<file path="src/rtl/mem_pkg.sv">
// mem_pkg: shared op codes, exception codes, access sizes and FSM states for the memory access unit.
package mem_pkg;
    typedef enum logic [1:0] {SZ_B, SZ_H, SZ_W, SZ_D} size_e;
    typedef enum logic [1:0] {EXC_NONE, EXC_ADEL, EXC_ADES, EXC_BUSERR} exc_e;
    typedef enum logic {S_IDLE, S_REQ} state_e;

    localparam logic [7:0] OP_LB  = 8'hE0;
    localparam logic [7:0] OP_LH  = 8'hE1;
    localparam logic [7:0] OP_LW  = 8'hE3;
    localparam logic [7:0] OP_LBU = 8'hE4;
    localparam logic [7:0] OP_LHU = 8'hE5;
    localparam logic [7:0] OP_LWU = 8'hE6;
    localparam logic [7:0] OP_LD  = 8'hE7;
    localparam logic [7:0] OP_SB  = 8'hE8;
    localparam logic [7:0] OP_SH  = 8'hE9;
    localparam logic [7:0] OP_SW  = 8'hEB;
    localparam logic [7:0] OP_SD  = 8'hEF;

    typedef struct packed {
        logic  mem;
        logic  load;
        logic  sext;
        size_e size;
    } op_info_t;

    // Double-word ops only exist on a 64-bit datapath; otherwise they fall through as plain ALU ops.
    function automatic op_info_t decode_op(input logic [7:0] op, input logic wide);
        op_info_t d;
        d = '{1'b0, 1'b0, 1'b0, SZ_B};
        case (op)
            OP_LB:  d = '{1'b1, 1'b1, 1'b1, SZ_B};
            OP_LBU: d = '{1'b1, 1'b1, 1'b0, SZ_B};
            OP_LH:  d = '{1'b1, 1'b1, 1'b1, SZ_H};
            OP_LHU: d = '{1'b1, 1'b1, 1'b0, SZ_H};
            OP_LW:  d = '{1'b1, 1'b1, 1'b1, SZ_W};
            OP_LWU: if (wide) d = '{1'b1, 1'b1, 1'b0, SZ_W};
            OP_LD:  if (wide) d = '{1'b1, 1'b1, 1'b0, SZ_D};
            OP_SB:  d = '{1'b1, 1'b0, 1'b0, SZ_B};
            OP_SH:  d = '{1'b1, 1'b0, 1'b0, SZ_H};
            OP_SW:  d = '{1'b1, 1'b0, 1'b0, SZ_W};
            OP_SD:  if (wide) d = '{1'b1, 1'b0, 1'b0, SZ_D};
            default: ;
        endcase
        return d;
    endfunction

    function automatic logic misaligned(input size_e s, input logic [2:0] a);
        return s == SZ_H ? a[0] : s == SZ_W ? |a[1:0] : s == SZ_D ? |a : 1'b0;
    endfunction
endpackage

</file>
<file path="src/rtl/mem_access_unit_if.sv">
// mem_access_unit_if: req/ack data bus between the memory access unit (master) and a bus slave.
interface mem_access_unit_if #(
    parameter int DATA_W = 32,
    parameter int ADDR_W = 32
);
    logic                  req;
    logic                  we;
    logic [ADDR_W-1:0]     addr;
    logic [DATA_W/8-1:0]   sel;
    logic [DATA_W-1:0]     wdata;
    logic [DATA_W-1:0]     rdata;
    logic                  ack;
    logic                  err;

    modport master(output req, we, addr, sel, wdata, input rdata, ack, err);
    modport slave(input req, we, addr, sel, wdata, output rdata, ack, err);
endinterface

</file>
<file path="src/rtl/mem_lane_align.sv">
// mem_lane_align: byte-lane enables, store replication and load extraction/extension for one access.
module mem_lane_align import mem_pkg::*; #(
    parameter  int DATA_W = 32,
    localparam int NB     = DATA_W / 8,
    localparam int OW     = $clog2(NB)
) (
    input  size_e             size_i,
    input  logic              sext_i,
    input  logic [OW-1:0]     off_i,
    input  logic [DATA_W-1:0] st_data_i,
    input  logic [DATA_W-1:0] ld_data_i,
    output logic [NB-1:0]     sel_o,
    output logic [DATA_W-1:0] st_rep_o,
    output logic [DATA_W-1:0] ld_data_o
);
    logic [NB-1:0]     mask;
    logic [DATA_W-1:0] sh;

    assign mask = size_i == SZ_B ? NB'(8'h01) : size_i == SZ_H ? NB'(8'h03) :
                  size_i == SZ_W ? NB'(8'h0F) : NB'(8'hFF);
    assign sel_o = mask << off_i;

    assign st_rep_o = size_i == SZ_B ? {NB{st_data_i[7:0]}} :
                      size_i == SZ_H ? {(NB/2){st_data_i[15:0]}} :
                      size_i == SZ_W ? {(NB/4){st_data_i[31:0]}} : st_data_i;

    assign sh = ld_data_i >> {off_i, 3'b000};
    assign ld_data_o = size_i == SZ_B ? (sext_i ? DATA_W'(signed'(sh[7:0])) : DATA_W'(sh[7:0])) :
                       size_i == SZ_H ? (sext_i ? DATA_W'(signed'(sh[15:0])) : DATA_W'(sh[15:0])) :
                       size_i == SZ_W ? (sext_i ? DATA_W'(signed'(sh[31:0])) : DATA_W'(sh[31:0])) : sh;
endmodule

</file>
<file path="src/rtl/mem_access_unit.sv">
// mem_access_unit: multi-cycle MEM stage with req/ack bus, precise address/bus exceptions and MEM/WB register.
module mem_access_unit import mem_pkg::*; #(
    parameter int DATA_W   = 32,
    parameter int ADDR_W   = 32,
    parameter int WAIT_MAX = 16
) (
    input  logic              clk,
    input  logic              rst,
    input  logic              valid_i,
    input  logic              flush_i,
    input  logic [4:0]        wd_i,
    input  logic              wreg_i,
    input  logic [DATA_W-1:0] wdata_i,
    input  logic [7:0]        aluop_i,
    input  logic [ADDR_W-1:0] mem_addr_i,
    input  logic [DATA_W-1:0] reg2_i,
    mem_access_unit_if.master bus,
    output logic              stallreq_o,
    output logic [4:0]        wd_o,
    output logic              wreg_o,
    output logic [DATA_W-1:0] wdata_o,
    output logic              exc_o,
    output logic [1:0]        exc_code_o,
    output logic [ADDR_W-1:0] badaddr_o
);
    localparam int NB    = DATA_W / 8;
    localparam int OW    = $clog2(NB);
    localparam int CNT_W = WAIT_MAX > 1 ? $clog2(WAIT_MAX) : 1;

    typedef struct packed {
        state_e            st;
        size_e             size;
        logic              load;
        logic              sext;
        logic              kill;
        logic [ADDR_W-1:0] addr;
        logic [NB-1:0]     sel;
        logic [DATA_W-1:0] st_data;
        logic [4:0]        wd;
        logic              wreg;
        logic [CNT_W-1:0]  cnt;
        logic [4:0]        out_wd;
        logic              out_wreg;
        logic [DATA_W-1:0] out_data;
        logic              exc;
        exc_e              code;
        logic [ADDR_W-1:0] bad;
    } regs_t;

    regs_t             r_q, r_d;
    op_info_t          info;
    logic              kill, timeout;
    logic [NB-1:0]     sel;
    logic [DATA_W-1:0] rep, ld;

    assign info    = decode_op(aluop_i, DATA_W == 64);
    assign kill    = r_q.kill | flush_i;
    assign timeout = WAIT_MAX != 0 && !bus.ack && r_q.cnt == CNT_W'(WAIT_MAX - 1);

    // Lane logic serves the incoming op while idle and the captured access while requesting.
    mem_lane_align #(.DATA_W(DATA_W)) u_align (
        .size_i   (r_q.st == S_REQ ? r_q.size : info.size),
        .sext_i   (r_q.sext),
        .off_i    (r_q.st == S_REQ ? r_q.addr[OW-1:0] : mem_addr_i[OW-1:0]),
        .st_data_i(reg2_i),
        .ld_data_i(bus.rdata),
        .sel_o    (sel),
        .st_rep_o (rep),
        .ld_data_o(ld)
    );

    always_comb begin
        r_d          = r_q;
        r_d.out_wd   = '0;
        r_d.out_wreg = 1'b0;
        r_d.out_data = '0;
        r_d.exc      = 1'b0;
        r_d.code     = EXC_NONE;
        r_d.bad      = '0;
        stallreq_o   = 1'b0;
        if (r_q.st == S_IDLE) begin
            if (valid_i && !flush_i) begin
                if (!info.mem) begin
                    r_d.out_wd   = wd_i;
                    r_d.out_wreg = wreg_i;
                    r_d.out_data = wdata_i;
                end else if (misaligned(info.size, mem_addr_i[2:0])) begin
                    r_d.exc  = 1'b1;
                    r_d.code = info.load ? EXC_ADEL : EXC_ADES;
                    r_d.bad  = mem_addr_i;
                end else begin
                    r_d.st      = S_REQ;
                    r_d.size    = info.size;
                    r_d.load    = info.load;
                    r_d.sext    = info.sext;
                    r_d.kill    = 1'b0;
                    r_d.addr    = mem_addr_i;
                    r_d.sel     = sel;
                    r_d.st_data = rep;
                    r_d.wd      = wd_i;
                    r_d.wreg    = wreg_i;
                    r_d.cnt     = '0;
                    stallreq_o  = 1'b1;
                end
            end
        end else begin
            // A timeout releases the stall so the faulting instruction leaves MEM with its exception.
            stallreq_o = !bus.ack && !timeout;
            if (bus.ack || timeout) begin
                r_d.st = S_IDLE;
                if (!kill && (timeout || bus.err)) begin
                    r_d.exc  = 1'b1;
                    r_d.code = EXC_BUSERR;
                    r_d.bad  = r_q.addr;
                end else if (!kill && r_q.load) begin
                    r_d.out_wd   = r_q.wd;
                    r_d.out_wreg = r_q.wreg;
                    r_d.out_data = ld;
                end
            end else begin
                r_d.kill = kill;
                r_d.cnt  = r_q.cnt + CNT_W'(1);
            end
        end
    end

    always_ff @(posedge clk) begin
        if (rst) r_q <= '0;
        else     r_q <= r_d;
    end

    assign bus.req    = r_q.st == S_REQ;
    assign bus.we     = r_q.st == S_REQ && !r_q.load;
    assign bus.addr   = {r_q.addr[ADDR_W-1:OW], {OW{1'b0}}};
    assign bus.sel    = r_q.sel;
    assign bus.wdata  = r_q.st_data;
    assign wd_o       = r_q.out_wd;
    assign wreg_o     = r_q.out_wreg;
    assign wdata_o    = r_q.out_data;
    assign exc_o      = r_q.exc;
    assign exc_code_o = r_q.code;
    assign badaddr_o  = r_q.bad;
endmodule
</file>
<file path="src/flat_wrapper.sv">
// flat-port wrapper written by rule: the top's interface ports become plain ports
module mem_access_unit_flat import mem_pkg::*;
#(
    parameter int DATA_W   = 32,
    parameter int ADDR_W   = 32,
    parameter int WAIT_MAX = 16
)
  (clk, rst, valid_i, flush_i, wd_i, wreg_i, wdata_i, aluop_i, mem_addr_i, reg2_i, stallreq_o, wd_o, wreg_o, wdata_o, exc_o, exc_code_o, badaddr_o, bus_req, bus_we, bus_addr, bus_sel, bus_wdata, bus_rdata, bus_ack, bus_err);
  mem_access_unit_if #(.DATA_W(DATA_W), .ADDR_W(ADDR_W)) bus_i ();
  input  logic clk;
  input  logic rst;
  input  logic valid_i;
  input  logic flush_i;
  input  logic [4:0] wd_i;
  input  logic wreg_i;
  input  logic [DATA_W-1:0] wdata_i;
  input  logic [7:0] aluop_i;
  input  logic [ADDR_W-1:0] mem_addr_i;
  input  logic [DATA_W-1:0] reg2_i;
  output logic stallreq_o;
  output logic [4:0] wd_o;
  output logic wreg_o;
  output logic [DATA_W-1:0] wdata_o;
  output logic exc_o;
  output logic [1:0] exc_code_o;
  output logic [ADDR_W-1:0] badaddr_o;
  output wire logic [$bits(bus_i.req)-1:0] bus_req;
  output wire logic [$bits(bus_i.we)-1:0] bus_we;
  output wire logic [$bits(bus_i.addr)-1:0] bus_addr;
  output wire logic [$bits(bus_i.sel)-1:0] bus_sel;
  output wire logic [$bits(bus_i.wdata)-1:0] bus_wdata;
  input wire logic [$bits(bus_i.rdata)-1:0] bus_rdata;
  input wire logic [$bits(bus_i.ack)-1:0] bus_ack;
  input wire logic [$bits(bus_i.err)-1:0] bus_err;
  assign bus_req = bus_i.req;
  assign bus_we = bus_i.we;
  assign bus_addr = bus_i.addr;
  assign bus_sel = bus_i.sel;
  assign bus_wdata = bus_i.wdata;
  assign bus_i.rdata = bus_rdata;
  assign bus_i.ack = bus_ack;
  assign bus_i.err = bus_err;
  mem_access_unit #(.DATA_W(DATA_W), .ADDR_W(ADDR_W), .WAIT_MAX(WAIT_MAX)) u_core (.clk(clk), .rst(rst), .valid_i(valid_i), .flush_i(flush_i), .wd_i(wd_i), .wreg_i(wreg_i), .wdata_i(wdata_i), .aluop_i(aluop_i), .mem_addr_i(mem_addr_i), .reg2_i(reg2_i), .bus(bus_i), .stallreq_o(stallreq_o), .wd_o(wd_o), .wreg_o(wreg_o), .wdata_o(wdata_o), .exc_o(exc_o), .exc_code_o(exc_code_o), .badaddr_o(badaddr_o));
endmodule
</file>
<file path="config.mk">
export PLATFORM = sky130hd
export DESIGN_NAME = mem_access_unit_flat
export DESIGN_NICKNAME = d
export VERILOG_FILES = /design/src/rtl/mem_pkg.sv /design/src/rtl/mem_access_unit_if.sv /design/src/rtl/mem_lane_align.sv /design/src/rtl/mem_access_unit.sv /design/src/flat_wrapper.sv
export SDC_FILE = /design/constraint.sdc
export NUM_CORES = 1
export LEC_CHECK = 0
export BUFFER_PORTS_ARGS = -buffer_cell sky130_fd_sc_hd__buf_2
export CELL_PAD_IN_SITES_DETAIL_PLACEMENT = 1
export CELL_PAD_IN_SITES_GLOBAL_PLACEMENT = 1
export CORE_ASPECT_RATIO = 0.9
export CORE_UTILIZATION = 37
export CTS_CLUSTER_SIZE = 16
export DETAILED_ROUTE_END_ITERATION = 12
export PLACE_DENSITY_LB_ADDON = 0.05
export SLEW_MARGIN = 10
export SYNTH_ARGS = -nofsm -noshare
export SYNTH_HDL_FRONTEND = slang
export SYNTH_HIERARCHICAL = 1
export SYNTH_SLANG_ARGS = --single-unit
</file>
<file path="constraint.sdc">
create_clock -name clk -period 2.5 [get_ports clk]
set_input_delay 0.125 -clock clk [delete_from_list [all_inputs] [get_ports clk]]
set_output_delay 0.125 -clock clk [all_outputs]
set_load 0.005 [all_outputs]
</file>
* Word-level counts from Yosys, hierarchy flattened
Index checks and enable logic that the tools add are counted.
** Word-level totals
- Bits of input ports :: 148
- Register bits :: 157
- Output and inout port bits :: 144
** Operators by class
- Shift operators :: 2
- Muxes and demuxes :: 35
- $add $sub $neg :: 1
- Bitwise logic cells :: 3
- Reductions and logical operators :: 20
- Equality and inequality tests :: 15
** Operators by type and width (number)
- $mux W32 :: 6
- $mux W84 :: 2
- $mux W157 :: 1
- $mux W38 :: 3
- $mux W35 :: 3
- $mux W77 :: 1
- $mux W73 :: 1
- $eq A8 B8 Y1 const B :: 8
- $pmux W5 S8 :: 1
- $shr A32 B5 Y32 :: 1
- $mux W4 :: 3
- $mux W1 :: 11
- $reduce_and A4 Y1 :: 2
- $logic_and A1 B1 Y1 :: 6
- $mux W2 :: 3
- $logic_not A1 Y1 :: 5
- $add A4 B1 Y4 const B :: 1
- $eq A2 B1 Y1 const B :: 2
- $eq A2 B2 Y1 const B :: 2
- $eq A4 B4 Y1 const B :: 1
- $reduce_bool A2 Y1 :: 2
- $shl A4 B2 Y4 :: 1
- $reduce_or A3 Y1 :: 1
- $logic_not A2 Y1 :: 1
- other kinds (6) :: 8

* Logic depth before layout (Yosys ltp)
- Word-level depth :: 11
- Depth in mapped cells :: 12
- Mapped depth without buffers :: 9

* Modules after synthesis
The synthesis kept the hierarchy.
** By module, submodules not included
- mem_access_unit :: cells an instance 762, instances 1, area each 6986.7 sq um
- mem_lane_align :: cells an instance 174, instances 1, area each 1229.9 sq um

* Worst setup path before layout
OpenSTA, ideal clock, no wires.
- Path type :: input to register
- From :: input port aluop_i[4]
- To :: register u_core.r_q, in the netlist u_core/wdata_o[24]
- Slack :: 0.416 ns
- Setup time :: 0.066 ns
- Stages on the path :: 11
- Data required time :: 2.434 ns
- Arrival time :: 2.018 ns
- Cell sequence :: and4b_1 buf_2 nand4b_1 o21ai_0 buf_4 inv_2 a21boi_2 nand2_1 a21oi_1 a22oi_2 nor2_2
** On the way
- Longest elaborated chain between the ends :: 10
** RTL lines
- start, declared :: RTL line flat_wrapper.sv:17 : input logic [7:0] aluop_i;
- $eq A8 B8 Y1 :: RTL line mem_pkg.sv:30 : case (op)
- $pmux W5 S8 (*) :: RTL line mem_pkg.sv:30
- $mux W2 (*) :: RTL line mem_access_unit.sv:62 : .size_i (r_q.st == S_REQ ? r_q.size : info.size),
- $eq A2 B1 Y1 :: RTL line mem_lane_align.sv:29 : size_i == SZ_H ? (sext_i ? DATA_W'(signed'(sh[15:0])) : DATA_W'(sh[15:0])) :
- $mux W32 :: RTL line mem_lane_align.sv:29
- $mux W32 (*) :: RTL line mem_lane_align.sv:28 : assign ld_data_o = size_i == SZ_B ? (sext_i ? DATA_W'(signed'(sh[7:0])) : DATA_W'(sh[7:0])) :
- named net u_core.ld[24] :: RTL line mem_access_unit.sv:54 : logic [DATA_W-1:0] rep, ld;
- $mux W38 (*) :: RTL line mem_access_unit.sv:115 : end else if (!kill && r_q.load) begin
- $mux W38 (*) :: RTL line mem_access_unit.sv:111 : if (!kill && (timeout || bus.err)) begin
- $mux W73 (*) :: RTL line mem_access_unit.sv:109 : if (bus.ack || timeout) begin
- $mux W77 (*) :: RTL line mem_access_unit.sv:81 : if (r_q.st == S_IDLE) begin
- end signal, assigned :: RTL line mem_access_unit.sv:129 : else r_q <= r_d;
- end, declared :: RTL line mem_access_unit.sv:50 : regs_t r_q, r_d;
The timed path passes the listed nets; every way through them passes the cells marked *. The select of a mux whose other input is x is not followed.
A chain may end at the register's enable or synchronous reset.

* Worst setup path after layout
- From :: register u_core.r_q, in the netlist u_core/bus.req
- To :: register u_core.r_q, in the netlist u_core/wdata_o[31]
** On the way
- Longest elaborated chain between the ends :: 9
** RTL lines
- $mux W2 :: RTL line mem_access_unit.sv:64 : .off_i (r_q.st == S_REQ ? r_q.addr[OW-1:0] : mem_addr_i[OW-1:0]),
- $shr A32 B5 Y32 :: RTL line mem_lane_align.sv:27 : assign sh = ld_data_i >> {off_i, 3'b000};
- $mux W32 (2 in a row) :: RTL line mem_lane_align.sv:29
- $mux W32 (*) :: RTL line mem_lane_align.sv:28
- named net u_core.ld[31] :: RTL line mem_access_unit.sv:54
- $mux W38 (*) :: RTL line mem_access_unit.sv:115
- $mux W38 (*) :: RTL line mem_access_unit.sv:111
- $mux W73 (*) :: RTL line mem_access_unit.sv:109
- $mux W77 (*) :: RTL line mem_access_unit.sv:81
The timed path passes the listed nets; every way through them passes the cells marked *.

==> flow_summary.html <==
<table>
<tr><th>Metric</th><th>Value</th></tr>
<tr><th colspan="2">Global route</th></tr>
<tr><td>Total congestion overflow after global routing</td><td>0</td></tr>
<tr><td>Total GRT Usage</td><td>roughly 23%</td></tr>
<tr><td>Global-route wire length before repair</td><td>40500 um</td></tr>
<tr><td>Via count of the first global-routing pass</td><td>about 7200</td></tr>
<tr><td>Pin count of the biggest net entering global routing</td><td>61</td></tr>
<tr><td>Initial antenna violation count</td><td>1</td></tr>
<tr><th colspan="2">Synth</th></tr>
<tr><td>Most common cell in the netlist</td><td>dfxtp_1</td></tr>
<tr><td>Commonest cells in the synthesized netlist</td><td>dfxtp_1, buf_4, nand2_1, a21oi_1, o21ai_0</td></tr>
<tr><td>Post-synth top area share</td><td>38.3%</td></tr>
<tr><td>Mean instance size in the synthesized netlist</td><td>between 8 and 9 um2</td></tr>
<tr><td>Number of library cell types mapped by synthesis</td><td>58</td></tr>
<tr><td>Ys async rst share</td><td>0%</td></tr>
<tr><td>YS warnings</td><td>6</td></tr>
<tr><td>Primary flip-flop cell chosen by synthesis mapping</td><td>dfxtp_1</td></tr>
<tr><td>Share of the yosys chip area belonging to registers</td><td>38.3%</td></tr>
<tr><td>Cells after synthesis</td><td>936</td></tr>
<tr><td>Count of flip-flops with a built-in enable after synthesis</td><td>0</td></tr>
<tr><td>Synth Register Bits</td><td>157</td></tr>
<tr><td>Leading area contributor after synthesis</td><td>dfxtp_1</td></tr>
<tr><td>Cell area after synthesis</td><td>just over 8000 um2</td></tr>
<tr><td>Leading post-synthesis cells by cell area</td><td>dfxtp_1, buf_4, mux2i_1</td></tr>
<tr><th colspan="2">Run</th></tr>
<tr><td>Max capacitance violation total</td><td>0</td></tr>
<tr><th colspan="2">Worst setup path</th></tr>
<tr><td>Arrival time worst endpoint</td><td>2.62 ns</td></tr>
<tr><td>Crit path kind</td><td>flip-flop to flip-flop</td></tr>
<tr><td>Top fanout value on the critical path</td><td>16</td></tr>
<tr><td>Register-to-register setup slack</td><td>0.16 ns</td></tr>
<tr><td>Type of destination of the critical path</td><td>flip-flop</td></tr>
<tr><td>Crit path required time</td><td>2.79 ns</td></tr>
<tr><td>Worst Reg-to-Reg Cells</td><td>8</td></tr>
<tr><td>Crit start category</td><td>flip-flop</td></tr>
<tr><td>Stage delay of the slowest cell on the critical path</td><td>0.51 ns</td></tr>
<tr><td>Reg2reg start</td><td>u_core/bus.req$_SDFF_PP0_</td></tr>
<tr><td>Worst flop-to-flop path endpoint</td><td>u_core/wdata_o[31]$_SDFF_PP0_</td></tr>
<tr><td>Cell with the biggest individual delay on the critical path</td><td>mux2_2</td></tr>
<tr><td>Ordered cell list for the critical path</td><td>mux2_2 &gt; mux2i_2 &gt; o221ai_2 &gt; nor2_4 &gt; buf_4 &gt; a21oi_1 &gt; a22oi_1 &gt; nor2_1</td></tr>
<tr><th colspan="2">Route</th></tr>
<tr><td>Number of design-rule violations left by the first detailed-router iteration</td><td>between 300 and 400</td></tr>
<tr><td>Routed wire length</td><td>25500 um</td></tr>
<tr><td>Number of detailed-route iterations in the first pass</td><td>4</td></tr>
<tr><td>Vias per inst</td><td>between 5 and 6</td></tr>
<tr><td>Number of vias after detailed routing</td><td>7168</td></tr>
<tr><td>WL per Instance</td><td>~18 um</td></tr>
<tr><td>DR DRC count</td><td>0</td></tr>
<tr><td>Routed Antenna Nets</td><td>0</td></tr>
<tr><th colspan="2">Clock tree</th></tr>
<tr><td>Clock tree root driver cell</td><td>clkbuf_16</td></tr>
<tr><td>TritonCTS clock tree</td><td>yes</td></tr>
<tr><td>Setup fix buffers added after clock tree synthesis</td><td>0</td></tr>
<tr><td>Level count of the clock H-tree</td><td>4</td></tr>
<tr><td>CTS clock-pin slew for the worst setup and hold paths</td><td>0.07 ns</td></tr>
<tr><td>Number of buffers on the longest clock path</td><td>2</td></tr>
<tr><td>Number of buffers created by CTS</td><td>17</td></tr>
<tr><td>Clock insertion delay at the later pin of the skew report</td><td>0.43 ns</td></tr>
<tr><td>Clock net sink count</td><td>157</td></tr>
<tr><th colspan="2">Power and ir drop</th></tr>
<tr><td>Leak</td><td>4.50 nW</td></tr>
<tr><td>Part of the power in combinational logic</td><td>around 10%</td></tr>
<tr><td>Switching share of power</td><td>25.8%</td></tr>
<tr><td>Sequential share of power</td><td>a little over two fifths</td></tr>
<tr><td>Pwr per Cell Area</td><td>570 nW/um2</td></tr>
<tr><td>P_int</td><td>~4.3 mW</td></tr>
<tr><td>Max IR drop VDD</td><td>around 370 uV</td></tr>
<tr><td>Reported net switching power</td><td>roughly 1.5 mW</td></tr>
<tr><td>Part of the total power dissipated in the clock network</td><td>a little under half</td></tr>
<tr><th colspan="2">Final layout</th></tr>
<tr><td>Layout overhead on the synthesized area</td><td>23.0%</td></tr>
<tr><td>Total of fill cells in the finished design</td><td>2654</td></tr>
<tr><td>Number of nets in the layout</td><td>roughly 1300</td></tr>
<tr><td>Area occupied by multi-input gates</td><td>between 3000 and 4000 um2</td></tr>
<tr><td>Flip-flop and latch area</td><td>3140 um2</td></tr>
<tr><td>Number of non-filler instances in the completed layout</td><td>1428</td></tr>
<tr><td>Share of post-route cells with drive strength above 1</td><td>38.4%</td></tr>
<tr><th colspan="2">STA</th></tr>
<tr><td># setup viols final</td><td>0</td></tr>
<tr><td>Hold Fails Final Rpt</td><td>0</td></tr>
<tr><td>TNS Setup</td><td>0 ns</td></tr>
<tr><td>Worst slew slack as a fraction of its limit</td><td>~41%</td></tr>
<tr><td>Clk_skew</td><td>0.0124 ns</td></tr>
<tr><td>Hold Slack</td><td>0.0242 ns</td></tr>
<tr><td>Shortest clock period the worst path allows after layout</td><td>about 2.3 ns</td></tr>
<tr><td>Achievable Freq</td><td>0.428 GHz</td></tr>
<tr><td>Unrepaired setup endpoints after global routing</td><td>false</td></tr>
<tr><td>Final cycle utilization of the critical path</td><td>93.5%</td></tr>
<tr><td>Tightest Pin Transition</td><td>0.880 ns</td></tr>
<tr><td>Count of final max-slew check failures</td><td>0</td></tr>
<tr><th colspan="2">Floorplan</th></tr>
<tr><td>Die H</td><td>around 140 um</td></tr>
<tr><td>Initial standard-cell utilization of the core</td><td>37.9%</td></tr>
<tr><td>Placement row count</td><td>a little over 50</td></tr>
<tr><td>Core box area</td><td>21700 um2</td></tr>
<tr><td>Full die area</td><td>22800 um2</td></tr>
<tr><td>Chip width</td><td>159 um</td></tr>
<tr><td>I/O pin total</td><td>292</td></tr>
<tr><th colspan="2">Place</th></tr>
<tr><td>IO buf count</td><td>289</td></tr>
<tr><td>Final RePlAce weighted congestion</td><td>just under 0.8</td></tr>
<tr><td>Instance count after placement with tap cells included</td><td>1320</td></tr>
<tr><td>Detail Placement HPWL</td><td>17500 um</td></tr>
<tr><th colspan="2">Worst hold path</th></tr>
<tr><td>Start point of the worst hold path</td><td>mem_addr_i[1]</td></tr>
<tr><td>Cell depth of the worst min-delay path</td><td>3</td></tr>
<tr><td>Classification of the worst-slack hold path</td><td>input port to flip-flop</td></tr>
<tr><td>Hold path endpoint</td><td>u_core/r_q[120]$_SDFFE_PP0P_</td></tr>
<tr><th colspan="2">Run status</th></tr>
<tr><td>Status</td><td>completed</td></tr>
</table>
cell usage in the layout (no fill, tap or decap), types with 17 or more instances in the layout:
cell type,instances
buf_2,288
dfxtp_1,157
nand2_1,85
dlygate4sd3_1,75
a21oi_1,67
o21ai_0,63
mux2i_1,55
nand3_1,53
nor2_1,32
nor2_2,30
o22ai_1,29
buf_4,21
a22oi_2,20
mux2_2,18
a22oi_1,18
clkbuf_16,17
a211oi_1,17
stage by stage:
stage	area, um2	power (mW)	setup WS, ns	util (%)
finish	10100	5.76	0.163	46.6
global route	10100	6.01	0.00594	46.6
CTS	10100	5.84	0.161	46.6
detailed placement	8760	3.09	0.195	40.4
global placement	8760	3.09	0.273	40.4
floorplan	8220	2.88	0.416	-
layer usage:
layer	up-vias	share of wire (%)	GRT usage, %
li1	3497	-	-
met1	3460	46	29.7
met2	193	47	37.0
met3	18	5.9	5.66
met4	0	0.96	5.67
met5	-	0	0
how the worst max path moves through the flow:
stage,from,end,slack (ns),cells after the start
after floorplan,aluop_i[4],u_core/wdata_o[24]$_SDFF_PP0_,0.42,11
after global placement,u_core/bus.req$_SDFF_PP0_,u_core/wdata_o[26]$_SDFF_PP0_,0.27,8
after detailed placement,u_core/bus.req$_SDFF_PP0_,u_core/wdata_o[31]$_SDFF_PP0_,0.19,8
after CTS,u_core/bus.req$_SDFF_PP0_,u_core/wdata_o[31]$_SDFF_PP0_,0.16,8
after global routing,u_core/bus.req$_SDFF_PP0_,u_core/wdata_o[31]$_SDFF_PP0_,0.006,8
final,u_core/bus.req$_SDFF_PP0_,u_core/wdata_o[31]$_SDFF_PP0_,0.16,8
cell families (layout without fill, tap and decap cells):
group | Yosys count | after routing | share of synthesized area [%]
xor gates and xnor gates | 1 | 1 | 0.107
muxes | 74 | 74 | 9.33
other | 1 | 3 | 0.0456
adders and majority gates | 1 | 1 | 0.152
DFF | 157 | 157 | 38.3
AOI/OAI and AO/OA | 241 | 241 | 19.2
buffers and inverters | 226 | 425 | 18.9
and+or+nand+nor | 235 | 235 | 14.0
power groups by stage:
| stage | Sequential [mW] | Clock [mW] | Combinational, mW |
|---|---|---|---|
| global route | 2.53 | 2.83 | 0.649 |
| global placement | 2.58 | 0 | 0.503 |
| detailed placement | 2.59 | 0 | 0.501 |
| finish | 2.53 | 2.64 | 0.596 |
| CTS | 2.53 | 2.72 | 0.597 |
| floorplan | 2.58 | 0 | 0.294 |
cell type report:
type,instances,area share (%)
Inverter,5,0.186
Clock buffer,20,4.62
Multi-Input combinational cell,554,35.2
Sequential cell,157,31.1
Antenna cell,1,0.0248
Clock inverter,12,1.25
Tap cell,291,3.60
Timing Repair Buffer,388,24.0
flip-flops by register name, summed over array words and instances, names as in the netlist:
register           flops
u_core/exc_o           1
u_core/wdata_o        32
u_core/r_q            17
u_core/badaddr_o      32
u_core/bus.addr       30
u_core/bus.sel         4
u_core/bus.req         1
u_core/exc_code_o      2
u_core/wd_o            5
u_core/bus.wdata      32
u_core/wreg_o          1
worst max-delay path, delay by kind of cell (launching register included):
family,cells,cell delay [ns]
buffers and inverters,1,0.28
DFF,1,0.49
AOI/OAI and AO/OA,3,0.47
and+or+nand+nor,2,0.15
muxes,2,0.81
timing repair:
action / in CTS / in global routing
gates resized for setup: 0 / 0
hold buffers: 75 / 0
endpoints found under the hold margin: 111 / 0
(Power assumes the default switching activity.)
